`src/rtl/load_store_data_gen.sv`:
```
// Load/store data alignment: extracts and extends a load field from an aligned word
// and merges store data into that word, both registered with one cycle of latency.
module load_store_data_gen (
   input  logic        clk_i,
   input  logic        rst_i,
   input  logic        valid_i,
   input  logic [31:0] word_i,
   input  logic [31:0] w_data_i,
   input  logic [2:0]  sign_mask_i,
   input  logic [1:0]  byte_offset_i,
   output logic [31:0] load_data_o,
   output logic [31:0] store_word_o,
   output logic        valid_o
);

   localparam int unsigned DataW = 32;
   localparam int unsigned HalfW = 16;
   localparam int unsigned ByteW = 8;

   typedef enum logic [1:0] {
      SIZE_BYTE = 2'b00,
      SIZE_HALF = 2'b01,
      SIZE_WORD = 2'b10
   } size_e;

   size_e             size_c;
   logic              zero_ext_c;
   logic [ByteW-1:0]  byte_sel_c;
   logic [HalfW-1:0]  half_sel_c;
   logic [DataW-1:0]  load_d;
   logic [DataW-1:0]  store_d;

   logic [DataW-1:0]  load_q;
   logic [DataW-1:0]  store_q;
   logic              valid_q;

   // Size decode: both 10 and 11 mean a full word.
   always_comb begin
      size_c     = SIZE_WORD;
      zero_ext_c = sign_mask_i[2];
      unique case (sign_mask_i[1:0])
         2'b00:   size_c = SIZE_BYTE;
         2'b01:   size_c = SIZE_HALF;
         default: size_c = SIZE_WORD;
      endcase
   end

   // Lane selection for loads; half selection ignores offset bit 0.
   always_comb begin
      byte_sel_c = word_i[7:0];
      unique case (byte_offset_i)
         2'd0: byte_sel_c = word_i[7:0];
         2'd1: byte_sel_c = word_i[15:8];
         2'd2: byte_sel_c = word_i[23:16];
         2'd3: byte_sel_c = word_i[31:24];
      endcase
      half_sel_c = byte_offset_i[1] ? word_i[31:16] : word_i[15:0];
   end

   always_comb begin
      load_d = word_i;
      unique case (size_c)
         SIZE_BYTE: load_d = {{(DataW-ByteW){~zero_ext_c & byte_sel_c[ByteW-1]}}, byte_sel_c};
         SIZE_HALF: load_d = {{(DataW-HalfW){~zero_ext_c & half_sel_c[HalfW-1]}}, half_sel_c};
         default:   load_d = word_i;
      endcase
   end

   // Store merge: addressed lanes take store data, remaining lanes keep word_i.
   always_comb begin
      store_d = word_i;
      unique case (size_c)
         SIZE_BYTE: begin
            unique case (byte_offset_i)
               2'd0: store_d[7:0]   = w_data_i[7:0];
               2'd1: store_d[15:8]  = w_data_i[7:0];
               2'd2: store_d[23:16] = w_data_i[7:0];
               2'd3: store_d[31:24] = w_data_i[7:0];
            endcase
         end
         SIZE_HALF: begin
            if (byte_offset_i[1]) begin
               store_d[31:16] = w_data_i[15:0];
            end else begin
               store_d[15:0]  = w_data_i[15:0];
            end
         end
         default: store_d = w_data_i;
      endcase
   end

   // Data registers hold when no transaction is captured.
   always_ff @(posedge clk_i) begin
      if (rst_i) begin
         load_q  <= '0;
         store_q <= '0;
         valid_q <= 1'b0;
      end else begin
         valid_q <= valid_i;
         if (valid_i) begin
            load_q  <= load_d;
            store_q <= store_d;
         end
      end
   end

   assign load_data_o  = load_q;
   assign store_word_o = store_q;
   assign valid_o      = valid_q;

endmodule

```
`config.mk`:
```
export PLATFORM = sky130hd
export DESIGN_NAME = load_store_data_gen
export DESIGN_NICKNAME = d
export VERILOG_FILES = /design/src/rtl/load_store_data_gen.sv
export SDC_FILE = /design/constraint.sdc
export NUM_CORES = 1
export LEC_CHECK = 0
export ABC_CLOCK_PERIOD_IN_PS = 4700
export CAP_MARGIN = 5
export CORE_MARGIN = 4
export CORE_UTILIZATION = 49
export CTS_CLUSTER_DIAMETER = 100
export CTS_CLUSTER_SIZE = 8
export DETAILED_ROUTE_END_ITERATION = 12
export HOLD_SLACK_MARGIN = 0.1
export MAX_ROUTING_LAYER = met4
export PLACE_DENSITY_LB_ADDON = 0.15
export SLEW_MARGIN = 20
export SYNTH_ARGS = -nofsm -noshare
export SYNTH_HDL_FRONTEND = slang
export SYNTH_SLANG_ARGS = --single-unit
```
`constraint.sdc`:
```
create_clock -name clk_i -period 4.7 [get_ports clk_i]
set_clock_uncertainty 0.05 [all_clocks]
set_input_delay 1.41 -clock clk_i [delete_from_list [all_inputs] [get_ports clk_i]]
set_output_delay 1.41 -clock clk_i [all_outputs]
set_load 0.01 [all_outputs]
```
After elaboration in Yosys (flattened, before gate mapping)
Cells that the tools add are included.
{"block": "classes", "mul": 0, "div_mod_pow": 0, "reduce_logical": 3, "shift": 0, "n_addsub": 0, "eq_ne": 5, "n_lt_le_gt_ge": 0, "bitwise": 3, "mux": 11}
{"cell": "one-hot mux 32 bit (2 select lines)", "count": 2}
{"cell": "two-way mux 16 bit", "count": 3}
{"cell": "two-way mux 8 bit", "count": 4}
{"cell": "one-hot mux 8 bit (4 select lines)", "count": 1}
{"cell": "equality test 2 x 1 -> 1 bit (second input constant)", "count": 3}
{"cell": "zero test 2 bit", "count": 3}
{"cell": "equality test 2 bit (second input constant)", "count": 2}
{"cell": "one-hot mux 2 bit (2 select lines)", "count": 1}
{"cell": "bitwise AND 1 bit", "count": 2}
{"cell": "NOT 1 bit", "count": 1}
{"block": "word_totals", "inputBits": 72, "mem_bits_ro": 0, "reg_bits": 65, "ram_bits": 0, "output_inout_bits": 65, "latchBits": 0, "n_memories": 0}

Depth between registers and ports, before layout
{"block": "logic_depth", "word_depth": 4, "depth_mapped": 6, "depth_no_buf": 4}

Worst setup path before layout
OpenSTA, ideal clock, no wires.
{"block": "synth_timing", "path_type": "input-to-reg", "start": "input byte_offset_i[0]", "end": "register load_q[18], in the netlist load_data_o[18]", "cell_stages": 6, "arrival_ps": 2490, "path_slack_ps": 2016, "setup_ps": 143, "required_time_ps": 4507, "path_cell_list": "buf_6 mux2i_4 o21ai_2 a311oi_4 buf_6 a211oi_2"}
{"block": "synth_between", "elab_chain_len": 4}
{"element": "start: declaration", "line": "10", "text": "input logic [1:0] byte_offset_i,"}
{"element": "equality test 2 bit, or another cell as far along", "line": "51", "text": "unique case (byte_offset_i)"}
{"element": "one-hot mux 8 bit (4 select lines) (*)", "line": "51"}
{"element": "bitwise AND 1 bit (*)", "line": "63", "text": "SIZE_BYTE: load_d = {{(DataW-ByteW){~zero_ext_c & byte_sel_c[ByteW-1]}}, byte_sel_c};"}
{"element": "one-hot mux 32 bit (2 select lines) (*)", "line": "62", "text": "unique case (size_c)"}
{"element": "end signal: assignment", "line": "101", "text": "load_q <= load_d;"}
{"element": "end: declaration", "line": "33", "text": "logic [DataW-1:0] load_q;"}
Mark *: on every way between the ends. The rest lies on a longest branch, timed or not.
A chain may end at the register's enable or synchronous reset.

Worst setup path in the final report
{"block": "layout_timing", "start": "input byte_offset_i[1]", "end": "register store_q[11], in the netlist store_word_o[11]"}
{"block": "layout_between", "elab_chain_len": 3}
{"element": "equality test 2 x 1 -> 1 bit", "line": "74", "text": "unique case (byte_offset_i)"}
{"element": "two-way mux 8 bit", "line": "74"}
{"element": "one-hot mux 32 bit (2 select lines) (*)", "line": "72", "text": "unique case (size_c)"}
{"element": "end signal: assignment", "line": "102", "text": "store_q <= store_d;"}
{"element": "end: declaration", "line": "34", "text": "logic [DataW-1:0] store_q;"}
Marks and branches as above.

==> flow_summary.toml <==
[global_routing]
grt_usage_pct = 29.49
grt_max_degree = 66
antenna_found_initial = 0
first_global_vias = 4023
grt.overflow.total = 0
grt_pass1_wl_mm = 20.38

[finish]
fin_area_mm2 = 0.005328
drive_gt1_share_pct = 11.39
layout_common_cells = "134 x clkdlybuf4s50_1, 98 x nand2_1, 65 x dfxtp_1"
layout.nets = 655
utilization_pct = 71.91
antenna_cells = 0
final_common_cell = "clkdlybuf4s50_1"
fill_cells = 607
syn_to_final_growth_pct = 38.97

[critical_path]
cp_slowest_stage_delay_ps = 820
crit_type = "in -> reg"
worstPathMaxFanout = 24
crit_required_ps = 4900
arrival_ps = 3770
path_delay_family = "buffers and inverters"
r2r_setup_slack_ps = 3850
startpoint_type = "input port"
crit_buf_inv = 2
slowest_stage = "and3_1"
path_cells = "clkdlybuf4s50_1 -> buf_4 -> and3_1 -> a22oi_1 -> a311oi_1"
critPathCaptureType = "register"

[drt]
ant_nets = 0
routed_wl_mm = 13.24
via_count = 4192
via_per_inst = 6.102
drt_iter0_markers = 416
drtPass1Iterations = 5
wl_per_cell_um = 19.27
route.detailed.drc = 0

[cts]
clock-root-buffer = "clkbuf_8"
numCtsBuffers = 9
clk_pin_slew_ps = 70
clk_path_buf_depth = 2
cts_sinks = 65
cts_setup_buffers = 0
ctsHtreeMaxLevel = 3
cts_resized = 0
insertion_delay_ps = 340
cts_tree = "built"
cts-hold-fix-buffers = 0

[sta]
max_clock_freq_ghz = 0.2797
grt_setup_unrepaired = "no"
setup_tns_ps = 0
fin_crit_sh_pct = 76.06
finalSetupViolations = 0
holdWs_ps = 428.1
drv_slew = 0
relSlewSlack_pct = 35.50
hold_viol_final = 0
worst_pin_slew_ps = 967.5
period_needed_ps = 3575

[floorplan]
die_height_um = 96.45
fp-row-count = 31
core_area_mm2 = 0.007408
dieWidth_um = 96.45
floorplan.initialDensity_pct = 51.75
io_pins = 137
die_area_mm2 = 0.009303

[logic_synthesis]
synth.area.top_cells = "dfxtp_1 34%, nand2_1 9.6%, mux2_2 7.3%"
synth_seq_cells = 65
synthFlopType = "dfxtp_1"
synth_top_cell_by_area = "dfxtp_1"
ys_types = 40
synth_edf_count = 0
yosys_warnings = 0
syn_inst = 474
ys_seq_area_share_pct = 33.94
synth_top_area_share_pct = 33.94
netlist_area_mm2 = 0.003834
async_reset_ff_share_pct = 0
syn_area_per_cell_um2 = 8.088
syn_nets = 546

[placed_design]
gp_congestion = 0.9150
dp.final_hpwl_mm = 9.550
port_buffers = 136
placed_cell_area_mm2 = 0.005139

[status]
status = "finished, final reports clean"

[power]
leakage_uw = 0.001990
power_density_mw_per_mm2 = 279.4
peakVddDrop_mv = 0.1444

[run]
drv_cap = 0

[worst_hold_path]
hold_path.class = "reg -> reg"
==> synthesized netlist by cell type, types with 2 or more instances <==
cell type,instances
nand3_1,13
nor2b_1,4
a311oi_1,22
nor2_1,55
a211oi_1,28
inv_1,4
dfxtp_1,65
and3_1,8
a22o_1,8
nand2b_1,4
mux2i_1,7
clkbuf_1,25
o211ai_1,3
a22oi_1,15
buf_4,4
a221oi_1,20
mux2_2,25
o21ai_0,20
buf_6,4
a211oi_2,10
a21o_1,2
buf_2,12
nand2_1,98
o2111ai_1,2
==> path summary, 6_finish.rpt <==
kind         depth (start not counted)                       endpoint                          from
min reg2reg                          2    load_data_o[2]$_SDFFE_PP0P_   load_data_o[2]$_SDFFE_PP0P_
min                                  2    load_data_o[2]$_SDFFE_PP0P_   load_data_o[2]$_SDFFE_PP0P_
max reg2reg                          2   load_data_o[28]$_SDFFE_PP0P_  load_data_o[28]$_SDFFE_PP0P_
max                                  5  store_word_o[11]$_SDFFE_PP0P_              byte_offset_i[1]
==> cell type report <==
class                   instances  area (um2)  share of cell area [%]
clock inverters                 3       40.04                  0.7515
well taps                      99       123.9                   2.325
flip-flops and latches         65        1301                   24.42
multi-input cells             359        2285                   42.88
clock buffers                  13       148.9                   2.795
inverters                       4       15.01                  0.2818
repair buffers                144        1414                   26.54
==> state kept, by name, indices dropped and copies added (netlist names) <==
| name | cells |
|---|---|
| valid_o | 1 |
| load_data_o | 32 |
| store_word_o | 32 |
==> power breakdown <==
part / leakage [uW] / internal, uW / switching (uW)
sequential: 0.000539 / 592 / 23.5
clock: 0.0000974 / 259 / 209
combinational: 0.00135 / 203 / 202
total: 0.00199 / 1050 / 434
==> metrics by stage <==
stage / std cells / power (uW) / setup WS (ps)
floorplan: 474 / 827.6 / 2016
CTS: 687 / 1490 / 1177
global route: 687 / 1554 / 986.3
finish: 687 / 1488 / 1125
global placement: 671 / 1019 / 968.9
detailed placement: 671 / 1028 / 819.6
==> layer usage <==
| layer | global-route usage, % | vias up | routed length [um] |
|---|---|---|---|
| met5 | - | - | 0 |
| met4 | 15.19 | 0 | 552 |
| met3 | 4.957 | 52 | 1340 |
| met2 | 44.83 | 270 | 5994 |
| met1 | 37.71 | 1913 | 5354 |
| li1 | - | 1957 | - |
==> cell families after synthesis <==
group / after synthesis / synth area share (%)
DFF: 65 / 33.94
and+or+nand+nor: 189 / 20.63
AOI/OAI and AO/OA: 137 / 29.21
muxes: 33 / 9.759
buffers and inverters: 50 / 6.462
==> worst min-delay path: cells and delay by family (launching register included) <==
kind,cells,cell delay [ps]
AO/OA/AOI/OAI,1,40
flip-flops,1,310
AND/OR/NAND/NOR,1,80
No activity file was read; power rests on OpenSTA's default activity.
